$ cat src/rtl/y86_wb_regfile_if.sv
// W-register to write-back bundle: the retiring instruction's fields flow
// from the W pipeline register into the write-back stage, and the stall
// request flows back to hold the W register.
interface y86_wb_regfile_if #(
    parameter int DW = 32
);
    logic [3:0]    W_stat;
    logic [3:0]    W_icode;
    logic [DW-1:0] W_valE;
    logic [DW-1:0] W_valM;
    logic [3:0]    W_dstE;
    logic [3:0]    W_dstM;
    logic          W_Cnd;
    logic          wb_stall;

    // W pipeline register side: drives the instruction, observes the stall
    modport master (
        output W_stat,
        output W_icode,
        output W_valE,
        output W_valM,
        output W_dstE,
        output W_dstM,
        output W_Cnd,
        input  wb_stall
    );

    // Write-back stage side
    modport slave (
        input  W_stat,
        input  W_icode,
        input  W_valE,
        input  W_valM,
        input  W_dstE,
        input  W_dstM,
        input  W_Cnd,
        output wb_stall
    );
endinterface

$ cat src/rtl/y86_wb_regfile.sv
// Y86 write-back stage: program register file (E and M write ports, two
// combinational decode read ports plus a debug port), sticky processor
// status with a RUN/HALTED state machine, and retired/cycle counters.
module y86_wb_regfile #(
    parameter int DW   = 32,
    parameter int NREG = 8
) (
    input  logic                  clk,
    input  logic                  reset,
    y86_wb_regfile_if.slave       w,
    input  logic [3:0]            d_srcA,
    input  logic [3:0]            d_srcB,
    output logic [DW-1:0]         d_rvalA,
    output logic [DW-1:0]         d_rvalB,
    input  logic [2:0]            dbg_addr,
    output logic [DW-1:0]         dbg_data,
    output logic [3:0]            cpu_stat,
    output logic                  cpu_halt,
    output logic [DW-1:0]         instr_count,
    output logic [DW-1:0]         cycle_count
);
    localparam int AW = $clog2(NREG);

    localparam logic [3:0] STAT_AOK   = 4'd1;
    localparam logic [3:0] STAT_HLT   = 4'd2;
    localparam logic [3:0] STAT_ADR   = 4'd3;
    localparam logic [3:0] STAT_INS   = 4'd4;
    localparam logic [3:0] ICODE_NOP  = 4'd1;
    localparam logic [3:0] ICODE_CMOV = 4'd2;
    localparam logic [3:0] NREG_ID    = 4'(NREG);
    localparam logic [DW-1:0] ONE     = {{(DW-1){1'b0}}, 1'b1};

    typedef enum logic {
        S_RUN    = 1'b0,
        S_HALTED = 1'b1
    } state_t;

    state_t        state_reg, state_next;
    logic [3:0]    stat_reg, stat_next;
    logic [DW-1:0] instr_reg, instr_next;
    logic [DW-1:0] cycle_reg, cycle_next;
    logic          wr_ok;
    logic          we_e;
    logic          we_m;

    // Flattened view of every register's current contents for the read ports
    logic [NREG-1:0][DW-1:0] rf_q;

    // Next-state, status, counter and write-enable decode
    always_comb begin
        state_next = state_reg;
        stat_next  = stat_reg;
        instr_next = instr_reg;
        cycle_next = cycle_reg + ONE;
        wr_ok      = 1'b0;
        we_e       = 1'b0;
        we_m       = 1'b0;
        case (state_reg)
            S_RUN: begin
                wr_ok = (w.W_stat == STAT_AOK);
                if (wr_ok) begin
                    // A not-taken conditional move retires but leaves dstE alone
                    we_e = (w.W_dstE < NREG_ID) &&
                           !((w.W_icode == ICODE_CMOV) && !w.W_Cnd);
                    we_m = (w.W_dstM < NREG_ID);
                    if (w.W_icode != ICODE_NOP) begin
                        instr_next = instr_reg + ONE;
                    end
                end else begin
                    // Any non-AOK status stops the machine; unknown codes read as INS
                    state_next = S_HALTED;
                    if ((w.W_stat == STAT_HLT) || (w.W_stat == STAT_ADR) ||
                        (w.W_stat == STAT_INS)) begin
                        stat_next = w.W_stat;
                    end else begin
                        stat_next = STAT_INS;
                    end
                end
            end
            S_HALTED: begin
                state_next = S_HALTED;
            end
            default: begin
                state_next = S_HALTED;
            end
        endcase
    end

    // State, status and counter registers
    always_ff @(posedge clk) begin
        if (reset) begin
            state_reg <= S_RUN;
            stat_reg  <= STAT_AOK;
            instr_reg <= '0;
            cycle_reg <= '0;
        end else begin
            state_reg <= state_next;
            stat_reg  <= stat_next;
            instr_reg <= instr_next;
            cycle_reg <= cycle_next;
        end
    end

    // One register per program register; M beats E on a shared target
    genvar gi;
    generate
        for (gi = 0; gi < NREG; gi++) begin : g_reg
            logic          hit_e;
            logic          hit_m;
            logic [DW-1:0] q_reg;

            assign hit_e = we_e && (w.W_dstE[AW-1:0] == AW'(gi));
            assign hit_m = we_m && (w.W_dstM[AW-1:0] == AW'(gi));

            // Per-register write with M priority
            always_ff @(posedge clk) begin
                if (reset) begin
                    q_reg <= '0;
                end else if (hit_m) begin
                    q_reg <= w.W_valM;
                end else if (hit_e) begin
                    q_reg <= w.W_valE;
                end
            end

            assign rf_q[gi] = q_reg;
        end
    endgenerate

    // Combinational read; IDs outside the file (0xF = none) read as zero.
    // No bypass: decode forwarding already covers the value being written.
    function automatic logic [DW-1:0] rf_read(input logic [3:0] addr);
        if (addr < NREG_ID) begin
            rf_read = rf_q[addr[AW-1:0]];
        end else begin
            rf_read = '0;
        end
    endfunction

    assign d_rvalA     = rf_read(d_srcA);
    assign d_rvalB     = rf_read(d_srcB);
    assign dbg_data    = rf_read({1'b0, dbg_addr});
    assign cpu_stat    = stat_reg;
    assign cpu_halt    = (state_reg == S_HALTED);
    assign instr_count = instr_reg;
    assign cycle_count = cycle_reg;
    assign w.wb_stall  = (state_reg == S_HALTED) || (w.W_stat != STAT_AOK);
endmodule

$ cat src/flat_wrapper.sv
// flat-port wrapper written by rule: the top's interface ports become plain ports
module y86_wb_regfile_flat 
#(
    parameter int DW   = 32,
    parameter int NREG = 8
)
  (clk, reset, d_srcA, d_srcB, d_rvalA, d_rvalB, dbg_addr, dbg_data, cpu_stat, cpu_halt, instr_count, cycle_count, w_W_stat, w_W_icode, w_W_valE, w_W_valM, w_W_dstE, w_W_dstM, w_W_Cnd, w_wb_stall);
  y86_wb_regfile_if #(.DW(DW)) w_i ();
  input  logic clk;
  input  logic reset;
  input  logic [3:0] d_srcA;
  input  logic [3:0] d_srcB;
  output logic [DW-1:0] d_rvalA;
  output logic [DW-1:0] d_rvalB;
  input  logic [2:0] dbg_addr;
  output logic [DW-1:0] dbg_data;
  output logic [3:0] cpu_stat;
  output logic cpu_halt;
  output logic [DW-1:0] instr_count;
  output logic [DW-1:0] cycle_count;
  input wire logic [$bits(w_i.W_stat)-1:0] w_W_stat;
  input wire logic [$bits(w_i.W_icode)-1:0] w_W_icode;
  input wire logic [$bits(w_i.W_valE)-1:0] w_W_valE;
  input wire logic [$bits(w_i.W_valM)-1:0] w_W_valM;
  input wire logic [$bits(w_i.W_dstE)-1:0] w_W_dstE;
  input wire logic [$bits(w_i.W_dstM)-1:0] w_W_dstM;
  input wire logic [$bits(w_i.W_Cnd)-1:0] w_W_Cnd;
  output wire logic [$bits(w_i.wb_stall)-1:0] w_wb_stall;
  assign w_i.W_stat = w_W_stat;
  assign w_i.W_icode = w_W_icode;
  assign w_i.W_valE = w_W_valE;
  assign w_i.W_valM = w_W_valM;
  assign w_i.W_dstE = w_W_dstE;
  assign w_i.W_dstM = w_W_dstM;
  assign w_i.W_Cnd = w_W_Cnd;
  assign w_wb_stall = w_i.wb_stall;
  y86_wb_regfile #(.DW(DW), .NREG(NREG)) u_core (.clk(clk), .reset(reset), .w(w_i), .d_srcA(d_srcA), .d_srcB(d_srcB), .d_rvalA(d_rvalA), .d_rvalB(d_rvalB), .dbg_addr(dbg_addr), .dbg_data(dbg_data), .cpu_stat(cpu_stat), .cpu_halt(cpu_halt), .instr_count(instr_count), .cycle_count(cycle_count));
endmodule
$ cat config.mk
export PLATFORM = sky130hd
export DESIGN_NAME = y86_wb_regfile_flat
export DESIGN_NICKNAME = d
export VERILOG_FILES = /design/src/rtl/y86_wb_regfile_if.sv /design/src/rtl/y86_wb_regfile.sv /design/src/flat_wrapper.sv
export SDC_FILE = /design/constraint.sdc
export NUM_CORES = 1
export LEC_CHECK = 0
export CELL_PAD_IN_SITES_DETAIL_PLACEMENT = 1
export CELL_PAD_IN_SITES_GLOBAL_PLACEMENT = 2
export CORE_MARGIN = 5
export CORE_UTILIZATION = 38
export DETAILED_ROUTE_END_ITERATION = 10
export GPL_TIMING_DRIVEN = 0
export PLACE_DENSITY_LB_ADDON = 0.08
export SLEW_MARGIN = 20
export SYNTH_ARGS = -nofsm -noshare
export SYNTH_HDL_FRONTEND = slang
export SYNTH_SLANG_ARGS = --single-unit
export TNS_END_PERCENT = 10
$ cat constraint.sdc
create_clock -name clk -period 3.7 [get_ports clk]
set_input_delay 0.37 -clock clk [delete_from_list [all_inputs] [get_ports clk]]
set_output_delay 0.37 -clock clk [all_outputs]
set_load 0.005 [all_outputs]
# --- Yosys cells after proc, flatten, opt, wreduce, memory -nomap -nowiden ---
# Index checks and enable logic that the tools add are counted.
# Widths: inputs -> output; s select.
word_totals:
  register_bits: 325
  wordCells: 110
  output_inout_bits: 166
op_classes:
  order_cmp: 7
  eq_ne: 21
  muxes: 31
  n_reduce_logical: 35
  add_sub_neg: 2
  bitwise_logic: 2
ops:
  columns: ["operator", "n"]
  rows:
  - ["$mux 32", 21]
  - ["$bmux 32 s3", 3]
  - ["$add 32x1->32 const B", 2]
  - ["$eq 3x3->1 const B", 8]
  - ["$logic_and 1x1->1", 18]
  - ["$lt 4x4->1 const B", 4]
  - ["$reduce_bool 2->1", 8]
  - ["$eq 3x2->1 const B", 4]
  - ["$eq 4x2->1 const B", 3]
  - ["$lt 3x4->1 const B", 3]
  - ["$ne 4x1->1 const B", 2]
  - ["$eq 3x1->1 const B", 2]
  - ["$logic_not 3->1", 2]
  - ["$mux 1", 5]
  - ["$eq 4x1->1 const B", 1]
  - ["$eq 4x3->1 const B", 1]
  - ["$mux 4", 1]
  - ["$logic_or 1x1->1", 3]
  - ["$reduce_and 3->1", 1]
  - ["$logic_not 1->1", 2]
  - ["$not 1->1", 2]
  - ["$pmux 1 s2", 1]
  - ["$reduce_and 2->1", 1]

# --- Longest topological paths before layout ---
logic_depth:
  depth_word: 9
  mapped_depth: 7
  ltp_nobuf: 5

# --- Least setup slack after synthesis ---
# No wires, ideal clock.
synth_path:
  path_type: "input to output"
  start: "input dbg_addr[0]"
  end: "output dbg_data[0]"
  cell_stages: 4
  required_time_ns: 3.330
  slack_ns: 1.478
  arrival_ns: 1.852
  path_buffers: 2
  cell_sequence: "clkbuf_1 buf_2 mux4_2 mux2_2"
synth_between:
  elab_chain_len: 2
synth_rtl:
  columns: ["element", "line", "source"]
  rows:
  - ["start, declared", "flat_wrapper.sv:15", "input logic [2:0] dbg_addr;"]
  - ["$bmux 32 s3", "y86_wb_regfile.sv:134", "rf_read = rf_q[addr[AW-1:0]];"]
  - ["$mux 32 (not written as such)", "y86_wb_regfile.sv:134", null]
  - ["end, declared", "flat_wrapper.sv:16", "output logic [DW-1:0] dbg_data;"]
# Every way passes these cells. The select of a mux whose other input is x is not followed.

# --- Worst setup path after layout ---
layout_path:
  start: "input d_srcA[1]"
  end: "output d_rvalA[27]"
layout_between:
  elab_chain_len: 3
  elab_cells_between_ends: 4
  cone_classes: "order compare: 1; mux: 3"
layout_rtl:
  columns: ["element", "line", "source"]
  rows:
  - ["start, declared", "flat_wrapper.sv:11", "input logic [3:0] d_srcA;"]
  - ["$bmux 32 s3", "y86_wb_regfile.sv:134", null]
  - ["$mux 32 (not written as such)", "y86_wb_regfile.sv:134", null]
  - ["$mux 32 *", "y86_wb_regfile.sv:133", "if (addr < NREG_ID) begin"]
  - ["end, declared", "flat_wrapper.sv:13", "output logic [DW-1:0] d_rvalA;"]
# Every way passes the cells marked *; elsewhere a longest branch is shown, timed or not. The select of a mux whose other input is x is not followed.

==> impl_metrics.toml <==
[setup_path]
cp_max_fo = 10
crit_required_ns = 3.33
path_buf_inv = 3
arrival_ns = 3.30
worstPathCellList = "clkbuf_1 > buf_1 > mux4_2 > mux2i_1 > nor2_1 > clkdlybuf4s50_1"
critical-path-max-stage-delay_ns = 0.87
slowest_stage = "buf_1"
critPathTopFamily = "buffers and inverters"
setup.worst_path.end_class = "output port"
critical_path_class = "primary input to output port"
crit_path_start_kind = "primary input"

[timing]
rsz0062_at_grt = "no"
layout_min_cycle_time_ns = 3.67
clock.fmax_ghz = 0.272
slew_violations = 0
worst_slew_pin_slew_ns = 1.25
final-setup-viol-count = 0
hold_viol = 0
slew_headroom = 0.167
fin_crit_sh = 0.992
fin_worst_skew_ns = 0.0119
tns_ns = 0
hold_slack_ns = 0.221

[pwr]
power_density_mw_per_mm2 = 334
power_frac_comb = 0.108
pwr-share-clk = 0.480
ir_worst_vdd_mv = 0.261
p_leak_nw = 8.14
p_int_w = 0.00617
seqPwrFrac = 0.412
swShare = 0.281
p_sw_w = 0.00241

[min_path]
holdCritPathClass = "primary input to register"

[clocking]
numCtsBuffers = 42
clk_pin_slew_ns = 0.06
cts_tree = "built"
hold_buffers = 0
postCtsSetupBuffers = 0
cts_sinks = 325
clock_latency_ns = 0.57
cts-root-buf = "clkbuf_16"
cts_buffer_depth = 3
h-tree-depth = 2
cts_resized = 0

[routing]
drt_iter0_markers = 2559
routedWlPerCell_um = 33.0
drc_errors = 0
drt_pass1_iterations = 5
vias = 23328
ant_nets = 0
routed_wl_mm = 110
avgViaCountPerCell = 6.98

[yosys]
ys.flop_type = "dfxtp_1"
async_reset_ff_frac = 0
synth_fp_nets = 2401
synth.distinct_cells = 49
yosysWarnings = 0
syn_avg_cell_area_um2 = 9.22
syn_area_mm2 = 0.0212
synth_edf_count = 0
synth_cells = 2305
ys_ff_latch = 325
seq_area_frac_synth = 0.306

[finish]
final_common_cell = "nor2_1"
finalNonFillerCells = 3341
synthToLayoutAreaGrowth_pct = 20.8
drive_gt1_frac = 0.147
largest_reg_flops = 256
final_cell_mix = "nor2_1 (349), dfxtp_1 (325), clkdlybuf4s50_1 (216)"
fillers = 6330
final_nets = 2661

[floorplan]
ios = 260
die-area_mm2 = 0.0607
coreArea_mm2 = 0.0552
chipWidth_um = 246
start_util = 0.385
fp-row-count = 86
die_y_um = 246

[global_routing]
grt_pass1_vias = 23986
grt-ovfl-total = 0
grt_max_degree = 12
antenna_found_initial = 8
grt_use_total = 0.349
grt_pass1_wl_mm = 159

[place]
dpl.hpwl_mm = 78.2
place_congestion = 0.929
placed_cells = 3269
numPortBuffers = 216

[flow_run]
maxCapViolCount = 0

[status]
status = "completed"
==> worst min-delay path: cells and delay by family <==
| kind | cells | cell delay, ns |
|---|---|---|
| AND/OR/NAND/NOR | 2 | 0.20 |
| buffers and inverters | 1 | 0.19 |
==> worst paths after layout <==
path	end	slack, ns	cells past startpoint	start
worst max-delay path	d_rvalA[27]	0.03	6	d_srcA[1]
worst min-delay path	u_core.g_reg[6].q_reg[20]	0.22	3	w_W_valM[20]
worst max register to register	u_core.g_reg[1].q_reg[12]	0.85	7	u_core.cpu_halt
worst min register to register	u_core.cpu_stat[3]	0.46	2	u_core.cpu_stat[3]
==> area by class of cell <==
type	instances	area [um^2]	area share
Inverter	10	37.5	0.00146
Multi-Input combinational cell	1671	13500	0.526
Tap cell	748	936	0.0365
Buffer	299	1210	0.0470
Clock buffer	65	1230	0.0479
Sequential cell	325	6510	0.254
Clock inverter	5	78.8	0.00307
Antenna cell	2	5.00	0.000195
Timing Repair Buffer	216	2160	0.0843
==> through the flow <==
step	setup slack (ns)	cell area, um^2	power [W]	util
after CTS	0.205	25700	0.00856	0.465
after global placement	0.154	24300	0.00449	0.441
after global routing	0.0205	25700	0.00873	0.465
after detailed placement	0.201	24300	0.00450	0.441
final	0.0294	25700	0.00858	0.465
after floorplan	1.48	21200	0.00405	-
==> synth_stat cells, types with 13 or more instances <==
| cell | number | area share |
|---|---|---|
| nand3_1 | 178 | 0.042 |
| o21ai_0 | 203 | 0.048 |
| a21oi_1 | 44 | 0.010 |
| buf_2 | 47 | 0.011 |
| and3_1 | 37 | 0.011 |
| a221oi_2 | 30 | 0.021 |
| a311oi_1 | 160 | 0.066 |
| o31ai_1 | 25 | 0.0088 |
| nor4_1 | 13 | 0.0038 |
| clkbuf_1 | 192 | 0.034 |
| and4_1 | 13 | 0.0054 |
| a31oi_1 | 32 | 0.0094 |
| nand4_1 | 31 | 0.0091 |
| mux4_2 | 192 | 0.20 |
| mux2i_1 | 65 | 0.031 |
| mux2_2 | 44 | 0.023 |
| dfxtp_1 | 325 | 0.31 |
| nand2_1 | 26 | 0.0046 |
| nor2_1 | 349 | 0.062 |
| nor2b_1 | 13 | 0.0038 |
| nor3_1 | 67 | 0.016 |
| buf_1 | 57 | 0.010 |
| or3_1 | 14 | 0.0041 |
| or4_1 | 27 | 0.0095 |
| a211oi_1 | 32 | 0.011 |
| a221oi_1 | 34 | 0.014 |
==> per-layer routing <==
metal	track usage	share of wire	vias up
li1	-	-	9530
met1	0.443	0.39	11910
met2	0.540	0.44	1469
met3	0.0951	0.10	409
met4	0.195	0.063	10
met5	0	0.00059	-
==> cells by family (layout without fill, tap and decap cells) <==
logic type | Yosys count | after routing | share of synthesized area
and+or+nand+nor | 789 | 789 | 0.180
AOI/OAI and AO/OA | 568 | 568 | 0.192
DFF | 325 | 325 | 0.306
buffers and inverters | 309 | 595 | 0.0584
muxes | 301 | 301 | 0.258
xor gates and xnor gates | 11 | 11 | 0.00454
adders and majority gates | 2 | 2 | 0.00118
other | 0 | 2 | 0
==> power groups by stage <==
stage	registers (W)	logic [W]	clock network [W]
floorplan	0.00360	0.000443	0
global placement	0.00361	0.000883	0
finish	0.00353	0.000928	0.00412
detailed placement	0.00361	0.000895	0
global route	0.00353	0.000940	0.00426
CTS	0.00353	0.000898	0.00413
Power figures use the tool's default switching activity.
